===== src/rtl/vx_tex_bilerp.sv =====
// Bilinear texture filter: horizontal lerp, then vertical lerp, then round and saturate.
// Input capture register plus three compute stages under one global stall enable.

module vx_tex_bilerp_lane #(
    parameter int CH_W   = 8,
    parameter int FRAC_W = 8
) (
    input  logic                 clk,
    input  logic                 reset,
    input  logic                 en,
    input  logic [3:0][CH_W-1:0] texels,
    input  logic [FRAC_W-1:0]    frac_u,
    input  logic [FRAC_W-1:0]    frac_v,
    output logic [CH_W-1:0]      result
);
    localparam int H = CH_W + FRAC_W + 2;
    localparam int V = CH_W + 2*FRAC_W + 3;
    localparam int R = V - 2*FRAC_W;
    localparam logic signed [V-1:0] RND = {{(V-1){1'b0}}, 1'b1} << (2*FRAC_W - 1);

    logic [3:0][CH_W-1:0] t_q;
    logic signed [H-1:0]  top_d, bot_d, top_q, bot_q;
    logic signed [V-1:0]  top_x, bot_x, v_x, acc_d, acc_q, rnd_sum;
    logic signed [R-1:0]  r;
    logic [CH_W-1:0]      sat_d;

    // a*2^F + (b-a)*w at full precision; operands widened before the subtract
    function automatic logic signed [H-1:0] hlerp(input logic [CH_W-1:0] a, b,
                                                  input logic [FRAC_W-1:0] w);
        logic signed [H-1:0] a_s, d_s, w_s;
        a_s = $signed({{(H-CH_W){1'b0}}, a});
        d_s = $signed({{(H-CH_W){1'b0}}, b}) - a_s;
        w_s = $signed({{(H-FRAC_W){1'b0}}, w});
        return (a_s <<< FRAC_W) + d_s * w_s;
    endfunction

    assign top_d = hlerp(t_q[0], t_q[1], frac_u);
    assign bot_d = hlerp(t_q[2], t_q[3], frac_u);

    assign top_x = {{(V-H){top_q[H-1]}}, top_q};
    assign bot_x = {{(V-H){bot_q[H-1]}}, bot_q};
    assign v_x   = {{(V-FRAC_W){1'b0}}, frac_v};
    assign acc_d = (top_x <<< FRAC_W) + (bot_x - top_x) * v_x;

    // Taking the upper bits of the rounded sum is the arithmetic shift by 2F
    assign rnd_sum = acc_q + RND;
    assign r       = rnd_sum[V-1:2*FRAC_W];

    always_comb begin
        sat_d = r[CH_W-1:0];
        if (r[R-1])
            sat_d = '0;
        else if (|r[R-2:CH_W])
            sat_d = '1;
    end

    always_ff @(posedge clk) begin
        if (en) begin
            t_q   <= texels;
            top_q <= top_d;
            bot_q <= bot_d;
            acc_q <= acc_d;
        end
    end

    always_ff @(posedge clk) begin
        if (reset)
            result <= '0;
        else if (en)
            result <= sat_d;
    end
endmodule

module vx_tex_bilerp #(
    parameter int NUM_CH = 4,
    parameter int CH_W   = 8,
    parameter int FRAC_W = 8,
    parameter int TAG_W  = 16
) (
    input  logic                     clk,
    input  logic                     reset,
    input  logic                     req_valid,
    input  logic [4*NUM_CH*CH_W-1:0] req_texels,
    input  logic [FRAC_W-1:0]        req_frac_u,
    input  logic [FRAC_W-1:0]        req_frac_v,
    input  logic [TAG_W-1:0]         req_tag,
    output logic                     req_ready,
    output logic                     rsp_valid,
    output logic [NUM_CH*CH_W-1:0]   rsp_data,
    output logic [TAG_W-1:0]         rsp_tag,
    input  logic                     rsp_ready
);
    localparam int STAGES = 3;

    typedef struct packed {
        logic [FRAC_W-1:0] u;
        logic [FRAC_W-1:0] v;
        logic [TAG_W-1:0]  tag;
    } side_t;

    logic                         en;
    logic [STAGES:0]              vld_pipe;
    side_t                        side_q;
    logic [FRAC_W-1:0]            v1_q;
    logic [TAG_W-1:0]             tag1_q, tag2_q;
    logic [NUM_CH-1:0][CH_W-1:0]  lane_out;

    // Whole pipe freezes while the output is held; bubbles advance like data
    assign en        = !rsp_valid || rsp_ready;
    assign req_ready = en;
    assign rsp_valid = vld_pipe[STAGES];
    assign rsp_data  = lane_out;

    always_ff @(posedge clk) begin
        if (reset)
            vld_pipe <= '0;
        else if (en)
            vld_pipe <= {vld_pipe[STAGES-1:0], req_valid};
    end

    always_ff @(posedge clk) begin
        if (en) begin
            side_q <= '{u: req_frac_u, v: req_frac_v, tag: req_tag};
            v1_q   <= side_q.v;
            tag1_q <= side_q.tag;
            tag2_q <= tag1_q;
        end
    end

    always_ff @(posedge clk) begin
        if (reset)
            rsp_tag <= '0;
        else if (en)
            rsp_tag <= tag2_q;
    end

    for (genvar c = 0; c < NUM_CH; c++) begin : g_lane
        logic [3:0][CH_W-1:0] lane_tx;
        for (genvar k = 0; k < 4; k++) begin : g_tx
            assign lane_tx[k] = req_texels[(k*NUM_CH+c)*CH_W +: CH_W];
        end
        vx_tex_bilerp_lane #(.CH_W(CH_W), .FRAC_W(FRAC_W)) u_lane (
            .clk    (clk),
            .reset  (reset),
            .en     (en),
            .texels (lane_tx),
            .frac_u (side_q.u),
            .frac_v (v1_q),
            .result (lane_out[c])
        );
    end
endmodule


===== config.mk =====
export PLATFORM = sky130hd
export DESIGN_NAME = vx_tex_bilerp
export DESIGN_NICKNAME = d
export VERILOG_FILES = /design/src/rtl/vx_tex_bilerp.sv
export SDC_FILE = /design/constraint.sdc
export NUM_CORES = 2
export LEC_CHECK = 0
export CAP_MARGIN = 40
export CORE_MARGIN = 5
export CORE_UTILIZATION = 40
export CTS_BUF_LIST = sky130_fd_sc_hd__clkbuf_4
export CTS_CLUSTER_DIAMETER = 40
export CTS_CLUSTER_SIZE = 28
export DETAILED_ROUTE_END_ITERATION = 6
export PLACE_DENSITY = 0.56
export SYNTH_ARGS = -nofsm -noshare
export SYNTH_HDL_FRONTEND = slang
export SYNTH_SLANG_ARGS = --single-unit

===== constraint.sdc =====
create_clock -name clk -period 47 [get_ports clk]
set_clock_uncertainty 0.1 [all_clocks]
set_input_delay 9.4 -clock clk [delete_from_list [all_inputs] [get_ports clk]]
set_output_delay 9.4 -clock clk [all_outputs]
set_load 0.005 [all_outputs]

==> metrics <==
die area=~170000 um^2; TritonRoute pass-1 iters=7; final worst-path cycle share=44.7%; Slowest cell on crit path=buf_4; # rows=147; grt total ovfl=0; Hold Crit Class=flop to flop; Final nets=between 8000 and 9000; share of the synthesized area in the top cell type=33.6%; cell breakdown of the critical path=clkdlybuf4s50_1, nor2b_4, buf_4, inv_8, clkdlybuf4s50_1; Setup Viol. Count Final=0; # Max-Cap Violations=0; number of gates resized after CTS=0; crit path max fanout=85; vias in the first global route=~46000; RSZ-0062 raised after global routing=false; Syn Inst Count=6501; final hold vios=0; Final min period=21.03 ns; Die Y-Extent=a little over 400 um; CTS Root Cell=clkbuf_4; most frequent cell after synthesis=inv_1; CP peak stage delay=0.59 ns; CTS tree=built; footprint of the multi-input gates=~45000 um^2; Layout area overhead=9.87%; clock slew at reported path FFs=roughly 0.10 ns; post-DP HPWL=roughly 120 mm; Worst EP arrival=11.53 ns; initial core utilization=40.2%; Syn. warnings=0; cell family with most CP delay=buffers and inverters; Worst-Skew Late Latency=1.10 ns; Slew HR=36.4%; clock tree buffer depth=3; first-pass GRT wire length=239 mm; Core Box Area=around 160000 um^2; die span in x=411 um; Final Max Tran Viols=0; Worst Setup Path Type=input pin to output pin; gp weighted congestion=0.822; H-tree levels=3; Syn Area/Cell=9.90 um^2; critical path's most frequent cell=clkdlybuf4s50_1; share of layout cells above drive strength 1=3.58%; gr usage total=17.5%; Clock Sinks=444; synth cell count leaders=inv_1, fa_1, nand2_1, ha_1, and2_1; vias after detailed routing=42500; Synth cell types=just over 70; largest net degree at the start of global routing=86; run status=finished, final reports clean; syn_nets=8429; num ports=214; Routed Antenna Nets=0; hold buffer count at cts=0; Routed WL=144 mm; Worst setup SP type=input pin; Post-synth ARST share=0%; Remaining DRCs=0; initial drt markers=1593; Post-synth EDFFs=around 390; post-synth top area cell=fa_1; synthesized flop and latch total=444; sequential-to-total area share from yosys stat=between 10% and 20%; Fin Setup TNS=0 ns; Worst Tran Pin Value=0.948 ns; CTS buffer count=just under 90; CP required=around 38 ns; CP Buf/Inv Count=4; initial antenna violation count=5; top area cells in the synthesized netlist=fa_1, edfxtp_1, ha_1; setup bufs post-CTS=0; Via density=4.74; Worst setup EP type=output pin; WL per Instance=between 15 and 20 um; I/O Buffers=213; post-synthesis cell area=around 64000 um^2; register area=12800 um^2; fill cell count=15500; top_reg_cell synth=edfxtp_1; max frequency=approximately 48 MHz
## cells by family after synthesis
family / after synthesis / synth area share (%)
and+or+nand+nor: 1658 / 12.5
adders and majority gates: 1764 / 46.9
AOI/OAI and AO/OA: 578 / 5.74
buffers and inverters: 1691 / 9.86
muxes: 8 / 0.136
DFF: 444 / 19.9
xor gates and xnor gates: 358 / 4.93
## stage by stage
stage / worst slack [ns] / util (%) / cell area, um^2 / hold WS [ns] / cells
2_1_floorplan: 17.17 / - / 64400 / 0.300 / 6501
3_3_place_gp: 25.87 / 43.1 / 69000 / 0.300 / 8771
3_5_place_dp: 25.87 / 43.2 / 69200 / 0.305 / 8782
4_1_cts: 25.87 / 44.1 / 70700 / 0.300 / 8948
5_1_grt: 25.80 / 44.1 / 70700 / 0.310 / 8954
6_report: 25.97 / 44.1 / 70700 / 0.306 / 8956
## worst reg2reg max path, delay by kind of cell, from the launching register on
kind,cells,cell delay (ns)
buffers and inverters,4,0.20
and+or+nand+nor,4,0.67
adders and majority gates,8,3.41
DFF,1,0.51
xor gates and xnor gates,3,1.07
AOI/OAI and AO/OA,9,2.38
## sequential cells by signal (all words and copies together) (netlist names)
signal	flops
g_lane.u_lane.acc_q	48
rsp_tag	16
side_q	32
g_lane.u_lane.top_q	72
vld_pipe	4
tag2_q	16
g_lane.u_lane.t_q	128
tag1_q	16
g_lane.u_lane.result	32
v1_q	8
g_lane.u_lane.bot_q	72
## final cells by class
| type | count | share of cell area, % |
|---|---|---|
| Clock inverter | 71 | 1.15 |
| Inverter | 1542 | 8.20 |
| Clock buffer | 95 | 1.01 |
| Antenna cell | 8 | 0.0283 |
| Tap cell | 2160 | 3.82 |
| Timing Repair Buffer | 270 | 3.74 |
| Multi-Input combinational cell | 4366 | 63.9 |
| Sequential cell | 444 | 18.1 |
## layout by cell type, fill, tap and decap left out, types with 49 or more instances in the layout
cell,instances
o21ai_0,102
xnor2_1,273
dfxtp_1,52
xor2_1,82
inv_1,1541
buf_4,52
o21bai_1,61
o21a_1,51
ha_1,684
nand2_1,750
nand3_1,49
and2_1,476
a21oi_1,202
edfxtp_1,392
clkbuf_4,95
fa_1,1080
clkdlybuf4s50_1,212
nor2_1,146
nor2b_1,117
## layer usage
| layer | vias up | track usage, % | part of all wire, % |
|---|---|---|---|
| li1 | 20400 | - | - |
| met1 | 21400 | 24.2 | 47 |
| met2 | 575 | 29.5 | 47 |
| met3 | 152 | 2.48 | 3.7 |
| met4 | 2 | 3.84 | 1.9 |
| met5 | - | 0 | 0.0056 |
## worst paths after layout
| check | start | endpoint | slack, ns | cells past startpoint |
|---|---|---|---|---|
| hold / removal | tag1_q[1] | tag2_q[1] | 0.31 | 0 |
| hold reg to reg | tag1_q[1] | tag2_q[1] | 0.31 | 0 |
| setup / recovery | rsp_ready | req_ready | 25.97 | 5 |
| setup reg to reg | g_lane[3].u_lane.top_q[0] | g_lane[3].u_lane.acc_q[26] | 38.38 | 28 |
Power is left out: the tool's default activity adds up to more than one toggle a clock period on the data nets, which glitch-free logic cannot reach.
